<file path="src/rtl/instr_fetch.sv">
// rtl/instr_fetch.sv - instruction fetch unit: single-outstanding imem read, redirect flush, 2-entry decode buffer
module instr_fetch (
    input  logic        clk,
    input  logic        rst,
    input  logic [31:0] pc_in,
    output logic        pc_en,
    output logic [31:0] pc_next,
    output logic        imem_req,
    output logic [31:0] imem_addr,
    input  logic        imem_ack,
    input  logic [31:0] imem_rdata,
    output logic        instr_valid,
    input  logic        instr_ready,
    output logic [31:0] instr_data,
    output logic [31:0] instr_pc,
    input  logic        redirect,
    input  logic [31:0] redirect_pc
);

    typedef enum logic [1:0] {
        S_IDLE     = 2'd0,
        S_WAIT_ACK = 2'd1,
        S_DROP     = 2'd2
    } state_t;

    state_t      state_q, state_d;
    logic [31:0] imem_addr_q, imem_addr_d;
    logic [1:0]  count_q, count_d;
    logic        rd_ptr_q, rd_ptr_d;
    logic        wr_ptr_q, wr_ptr_d;
    logic [31:0] buf_pc_q   [2];
    logic [31:0] buf_pc_d   [2];
    logic [31:0] buf_data_q [2];
    logic [31:0] buf_data_d [2];

    logic issue;
    logic push;
    logic pop;

    assign issue = (state_q == S_IDLE) && !redirect && (count_q < 2'd2);
    assign push  = (state_q == S_WAIT_ACK) && imem_ack && !redirect;
    assign pop   = (count_q != 2'd0) && instr_ready;

    always_ff @(posedge clk) begin
        if (rst) begin
            state_q <= S_IDLE;
        end else begin
            state_q <= state_d;
        end
    end

    always_comb begin
        state_d = state_q;
        case (state_q)
            S_IDLE: begin
                if (issue) begin
                    state_d = S_WAIT_ACK;
                end
            end
            S_WAIT_ACK: begin
                if (redirect) begin
                    state_d = imem_ack ? S_IDLE : S_DROP;
                end else if (imem_ack) begin
                    state_d = S_IDLE;
                end
            end
            S_DROP: begin
                if (imem_ack) begin
                    state_d = S_IDLE;
                end
            end
            default: state_d = S_IDLE;
        endcase
    end

    // Redirect outranks the ack-driven increment; reset silences both so the PC's own reset wins.
    always_comb begin
        imem_req = 1'b0;
        pc_en    = 1'b0;
        pc_next  = 32'd0;
        if (!rst) begin
            imem_req = (state_q == S_WAIT_ACK) || (state_q == S_DROP);
            if (redirect) begin
                pc_en   = 1'b1;
                pc_next = redirect_pc;
            end else if (push) begin
                pc_en   = 1'b1;
                pc_next = imem_addr_q + 32'd4;
            end
        end
    end

    always_comb begin
        imem_addr_d = imem_addr_q;
        count_d     = count_q;
        rd_ptr_d    = rd_ptr_q;
        wr_ptr_d    = wr_ptr_q;
        buf_pc_d    = buf_pc_q;
        buf_data_d  = buf_data_q;

        if (issue) begin
            imem_addr_d = pc_in;
        end

        if (push) begin
            buf_pc_d[wr_ptr_q]   = imem_addr_q;
            buf_data_d[wr_ptr_q] = imem_rdata;
            wr_ptr_d             = ~wr_ptr_q;
        end

        if (pop) begin
            rd_ptr_d = ~rd_ptr_q;
        end

        if (push && !pop) begin
            count_d = count_q + 2'd1;
        end else if (!push && pop) begin
            count_d = count_q - 2'd1;
        end

        // Flush: everything buffered belongs to the abandoned path.
        if (redirect) begin
            count_d  = 2'd0;
            rd_ptr_d = 1'b0;
            wr_ptr_d = 1'b0;
        end
    end

    always_ff @(posedge clk) begin
        if (rst) begin
            imem_addr_q <= 32'd0;
            count_q     <= 2'd0;
            rd_ptr_q    <= 1'b0;
            wr_ptr_q    <= 1'b0;
            buf_pc_q    <= '{default: 32'd0};
            buf_data_q  <= '{default: 32'd0};
        end else begin
            imem_addr_q <= imem_addr_d;
            count_q     <= count_d;
            rd_ptr_q    <= rd_ptr_d;
            wr_ptr_q    <= wr_ptr_d;
            buf_pc_q    <= buf_pc_d;
            buf_data_q  <= buf_data_d;
        end
    end

    always_comb begin
        imem_addr   = 32'd0;
        instr_valid = 1'b0;
        instr_data  = 32'd0;
        instr_pc    = 32'd0;
        if (!rst) begin
            imem_addr   = imem_addr_q;
            instr_valid = (count_q != 2'd0);
            instr_data  = buf_data_q[rd_ptr_q];
            instr_pc    = buf_pc_q[rd_ptr_q];
        end
    end

endmodule

</file>
<file path="config.mk">
export PLATFORM = sky130hd
export DESIGN_NAME = instr_fetch
export DESIGN_NICKNAME = d
export VERILOG_FILES = /design/src/rtl/instr_fetch.sv
export SDC_FILE = /design/constraint.sdc
export NUM_CORES = 1
export LEC_CHECK = 0
export CAP_MARGIN = 40
export CORE_ASPECT_RATIO = 0.5
export CORE_MARGIN = 2
export CORE_UTILIZATION = 30
export CTS_CLUSTER_DIAMETER = 80
export CTS_CLUSTER_SIZE = 28
export DETAILED_ROUTE_END_ITERATION = 6
export PLACE_DENSITY_LB_ADDON = 0.1
export REMOVE_ABC_BUFFERS = 1
export SYNTH_ARGS = -nofsm -noshare
export SYNTH_HDL_FRONTEND = slang
export SYNTH_SLANG_ARGS = --single-unit
</file>
<file path="constraint.sdc">
create_clock -name clk -period 2.3 [get_ports clk]
set_clock_uncertainty 0.05 [all_clocks]
set_input_delay 0.345 -clock clk [delete_from_list [all_inputs] [get_ports clk]]
set_output_delay 0.345 -clock clk [all_outputs]
set_load 0.05 [all_outputs]
</file>
==> flow_results.org <==
** STA
- For the pin with the worst max-slew slack, the measured transition is between 0.8 and 0.9 ns.
- The number of endpoints with negative hold slack in the final report is 0.
- Based on the critical path, the design can be clocked at up to 327 MHz.
- Count of final max-slew check failures :: 0
- Normalized max-slew margin :: 0.442
- Post-route setup slack :: -0.758 ns
- Final min period :: about 3 ns
- Hold is met by around 0.35 ns.
- Dividing the final minimum period by the clock period gives 1.33.
- Setup repair after global routing missed its margin :: yes
- Setup Viol. Count Final :: 30
- Post-Route Setup TNS :: -10.64 ns

** GRT
- Overall Global Routing Usage :: 0.204
- Antenna violations before repair :: 0
- Pin count of the biggest net entering global routing :: between 150 and 200
- The via count of the first global-routing pass came to 8,142.
- Overflow after GRT :: 0
- The first global-routing pass estimated approximately 44,000 um of wire.

** Final layout
- Synth-to-Final Area Change :: 62.5%
- Share of final-layout standard cells stronger than drive strength 1 :: 0.249
- Final instance area :: ~13,000 um2
- Post-layout nets :: around 1,500
- Antenna cells :: 0
- The finished layout holds between 1,500 and 2,000 standard cells, fillers aside.

** Placement
- Input and output buffers added on the ports amount to 231.
- OpenSTA, run right after detailed placement, puts the worst setup slack at -0.370 ns.
- Cell total after placement :: between 1,500 and 2,000
- Post-detailed-placement half-perimeter wirelength :: 19,000 um
- Standard cell area after detailed placement :: 11,600 um2
- At the end of routability-driven placement, the weighted congestion stood at between 0.8 and 0.9.

** Power
- PwrDens :: 582 nW/um2
- The analysis attributes to cell leakage a power of between 4 and 5 nW.
- Largest vdd supply drop :: 572 uV

** Routing
- Length of the first detailed-routing pass in iterations :: 5
- Detailed-route wire length per cell :: 16.5 um
- The count of nets left with antenna violations once routing finished came out at 0.
- Number of remaining DRC errors :: 0
- Initial DRC count :: between 400 and 500
- Routed wire length :: 28,500 um
- Via density per instance :: 4.83
- The routed layout has ~8,400 vias.

** Clock network
- Maximum clock insertion buffer count :: 2
- Inserted Clock Buffers :: 17
- The clock reaches the later pin of the worst-skew pair after approximately 0.45 ns.
- For this design, the CTS-stage hold fixing added 0 buffers.
- Clock tree synthesis selected as its root buffer the cell sky130_fd_sc_hd__clkbuf_16.
- TritonCTS built the clock tree.
- Clock net sink count :: ~170
- After clock tree synthesis, the clock-pin slew on the worst setup and hold paths is about 0.070 ns.
- The clock tree synthesis step divided the H-tree into 4 levels.

** Worst setup path
- The startpoint identified for the worst register-to-register timing path is state_q[1]$_SDFFE_PP0P_.
- Slack of the worst reg-to-reg path :: between 0.3 and 0.4 ns
- Required time worst endpoint :: between 1.5 and 2 ns
- At the worst endpoint, the arrival time is 2.66 ns.
- Crit path buf inv count :: 1
- Path depth of the worst reg2reg path :: 9
- The worst setup path is launched from a register.
- Largest driver fanout on the critical path :: 2
- For this run, the slowest stage of the critical path takes 0.54 ns.
- Family with the most delay on the worst path :: simple AND/OR/NAND/NOR gates
- CP Class :: reg2out
- Critical Path Sink Type :: primary output
- Cell Chain, Critical Path :: nand4_4 > or3_4 > or4_4 > or4_1 > o211ai_1 > clkbuf_16
- In this run the critical register-to-register path is captured at buf_data_q[35]$_SDFFE_PP0P_.
- Worst path slowest cell :: sky130_fd_sc_hd__or4_4

** Synthesis
- Portion of the post-synthesis area used by sequential elements :: 0.418
- Cell area after technology mapping :: between 7000 and 8000 um2
- In the synthesized netlist, the number of instances is around 1,100.
- During synthesis, Yosys emitted a total of 0 warnings.
- The share of synthesized area in the top cell type comes to 0.418.
- Syn avg cell area :: between 7 and 8 um2
- After synthesis, the cell types taking the most area are sky130_fd_sc_hd__dfxtp_1 42%, sky130_fd_sc_hd__nand2_1 17%, sky130_fd_sc_hd__a21oi_1 10%.
- Library cell with the largest summed area after synthesis :: sky130_fd_sc_hd__dfxtp_1
- In this run, synthesis produced a sequential element count of ~170.
- Counting distinct cell types in the post-synthesis netlist gives 36.

** Hold path
- In this run the most critical hold path is launched from rst.
- Worst hold stages :: 3
- Min-Delay Path Class :: in2reg
- For hold timing, the worst endpoint is state_q[0]$_SDFFE_PP0P_.

** Floorplan
- Placeable core region :: between 20,000 and 30,000 um2
- Overall die height :: 119 um
- Die area :: 27,900 um2
- Die W :: roughly 230 um
- For this configuration, the core starts out at a cell density of 0.303.
- During I/O placement, the number of pins put on the boundary was between 200 and 250.
- FP Rows :: 42

** Outcome
- The final reports fail on setup timing.
- Result of the run :: finished, violations left

** Run
- Max-cap violations in this run came to 0.
how the worst max path moves through the flow:
stage                           startpoint                          end  cells past startpoint
6_report       imem_addr_q[8]$_SDFFE_PP0P_                  pc_next[30]                      6
5_1_grt        imem_addr_q[7]$_SDFFE_PP0P_                  pc_next[30]                      6
4_1_cts        imem_addr_q[8]$_SDFFE_PP0P_                  pc_next[30]                      6
3_5_place_dp   imem_addr_q[8]$_SDFFE_PP0P_                  pc_next[30]                      6
3_3_place_gp   imem_addr_q[8]$_SDFFE_PP0P_                  pc_next[30]                      6
2_1_floorplan      state_q[1]$_SDFFE_PP0P_  buf_data_q[32]$_SDFFE_PP0P_                      6
placed cells by master, fill, tap and decap left out, types with 6 or more instances in the layout:
cell,count
sky130_fd_sc_hd__clkdlybuf4s50_1,99
sky130_fd_sc_hd__buf_4,151
sky130_fd_sc_hd__buf_6,23
sky130_fd_sc_hd__nor2_1,72
sky130_fd_sc_hd__clkbuf_16,19
sky130_fd_sc_hd__buf_12,63
sky130_fd_sc_hd__mux2i_1,64
sky130_fd_sc_hd__xor2_1,9
sky130_fd_sc_hd__nand3_1,9
sky130_fd_sc_hd__nor3_1,6
sky130_fd_sc_hd__nor2b_1,32
sky130_fd_sc_hd__dfxtp_1,159
sky130_fd_sc_hd__dfxtp_2,6
sky130_fd_sc_hd__xnor2_1,10
sky130_fd_sc_hd__nand2_1,361
sky130_fd_sc_hd__nor3_4,6
sky130_fd_sc_hd__nand4_1,6
sky130_fd_sc_hd__a21oi_1,164
sky130_fd_sc_hd__o21ai_1,9
sky130_fd_sc_hd__o21ai_4,10
synth_stat cells:
| cell type | instances |
|---|---|
| sky130_fd_sc_hd__nand2_1 | 363 |
| sky130_fd_sc_hd__dfxtp_1 | 166 |
| sky130_fd_sc_hd__a21oi_1 | 164 |
| sky130_fd_sc_hd__clkbuf_1 | 77 |
| sky130_fd_sc_hd__nor2_1 | 77 |
| sky130_fd_sc_hd__mux2i_1 | 64 |
| sky130_fd_sc_hd__nor2b_1 | 32 |
| sky130_fd_sc_hd__o21ai_0 | 26 |
| sky130_fd_sc_hd__xnor2_1 | 16 |
| sky130_fd_sc_hd__nand3_1 | 13 |
| sky130_fd_sc_hd__nor3_1 | 13 |
| sky130_fd_sc_hd__xor2_1 | 12 |
| sky130_fd_sc_hd__buf_1 | 9 |
| sky130_fd_sc_hd__nor4_1 | 8 |
| sky130_fd_sc_hd__buf_2 | 7 |
| sky130_fd_sc_hd__ha_1 | 6 |
| sky130_fd_sc_hd__inv_1 | 6 |
| sky130_fd_sc_hd__nand4_1 | 6 |
| sky130_fd_sc_hd__and3_1 | 4 |
| sky130_fd_sc_hd__or4_1 | 4 |
| sky130_fd_sc_hd__a22o_1 | 3 |
| sky130_fd_sc_hd__and2_1 | 3 |
| sky130_fd_sc_hd__or3_1 | 3 |
| sky130_fd_sc_hd__a211o_1 | 2 |
| sky130_fd_sc_hd__a31oi_1 | 2 |
| sky130_fd_sc_hd__and4_1 | 2 |
| sky130_fd_sc_hd__o211ai_1 | 2 |
| sky130_fd_sc_hd__a211oi_1 | 1 |
| sky130_fd_sc_hd__a21o_1 | 1 |
| sky130_fd_sc_hd__a22oi_1 | 1 |
| sky130_fd_sc_hd__buf_4 | 1 |
| sky130_fd_sc_hd__clkbuf_2 | 1 |
| sky130_fd_sc_hd__nand4_4 | 1 |
| sky130_fd_sc_hd__o21a_1 | 1 |
| sky130_fd_sc_hd__o221ai_1 | 1 |
| sky130_fd_sc_hd__or3_4 | 1 |
what timing repair did:
| action | 4_1_cts | 5_1_grt |
|---|---|---|
| pin swaps | 23 | 44 |
| cloned | 1 | 0 |
| setup endpoints to repair | 33 | 32 |
| buffers inserted | 7 | 18 |
| resized for setup | 95 | 57 |
cell type report:
type / count / area (um2)
clock buffer: 18 / 429
timing repair buffer: 341 / 3750
multi-input combinational: 832 / 4720
clock inverter: 14 / 221
inverter: 6 / 22.5
tap: 352 / 440
fill: 2529 / 13300
sequential: 166 / 3330
stage by stage:
stage	util	power (mW)
6_report	0.493	7.52
5_1_grt	0.493	7.79
4_1_cts	0.481	7.56
3_5_place_dp	0.441	4.30
3_3_place_gp	0.441	4.29
2_1_floorplan	-	3.56
flip-flops by register name, indices dropped and copies added (netlist names):
register,flops
buf_data_q,64
buf_pc_q,64
count_q,2
imem_addr_q,32
rd_ptr_q,1
state_q,2
wr_ptr_q,1
logic make-up (layout without fill, tap and decap cells):
kind of cell	after synthesis	in the layout	share of synthesized area
AOI/OAI and AO/OA	204	204	0.133
DFF	166	166	0.418
and+or+nand+nor	530	530	0.278
adders and majority gates	6	6	0.00944
xor gates and xnor gates	28	28	0.0308
muxes	64	64	0.0806
buffers and inverters	101	379	0.0494
worst register-to-register path: stages, from the launching register on:
cell and delay (ns):
sky130_fd_sc_hd__dfxtp_2 0.33, sky130_fd_sc_hd__inv_2 0.07, sky130_fd_sc_hd__ha_4 0.15, sky130_fd_sc_hd__nand2_4 0.05
sky130_fd_sc_hd__buf_6 0.13, sky130_fd_sc_hd__buf_6 0.12, sky130_fd_sc_hd__or3_2 0.46, sky130_fd_sc_hd__buf_12 0.23
sky130_fd_sc_hd__nand2_1 0.14, sky130_fd_sc_hd__a21oi_1 0.06
layer usage:
layer  vias up  wire length [um]  GRT usage
met5         -                 0          0
met4         0               548     0.0510
met3        37               909     0.0400
met2       128             14500      0.357
met1      4062             12500      0.257
li1       4128                 -          -
power breakdown:
group	switching [mW]	internal [mW]	total (mW)
logic	0.724	0.580	1.30
registers	0.0460	2.94	2.99
clock network	1.29	1.94	3.23
total	2.06	5.46	7.52
Note: power is estimated with default switching activity, not from simulation.
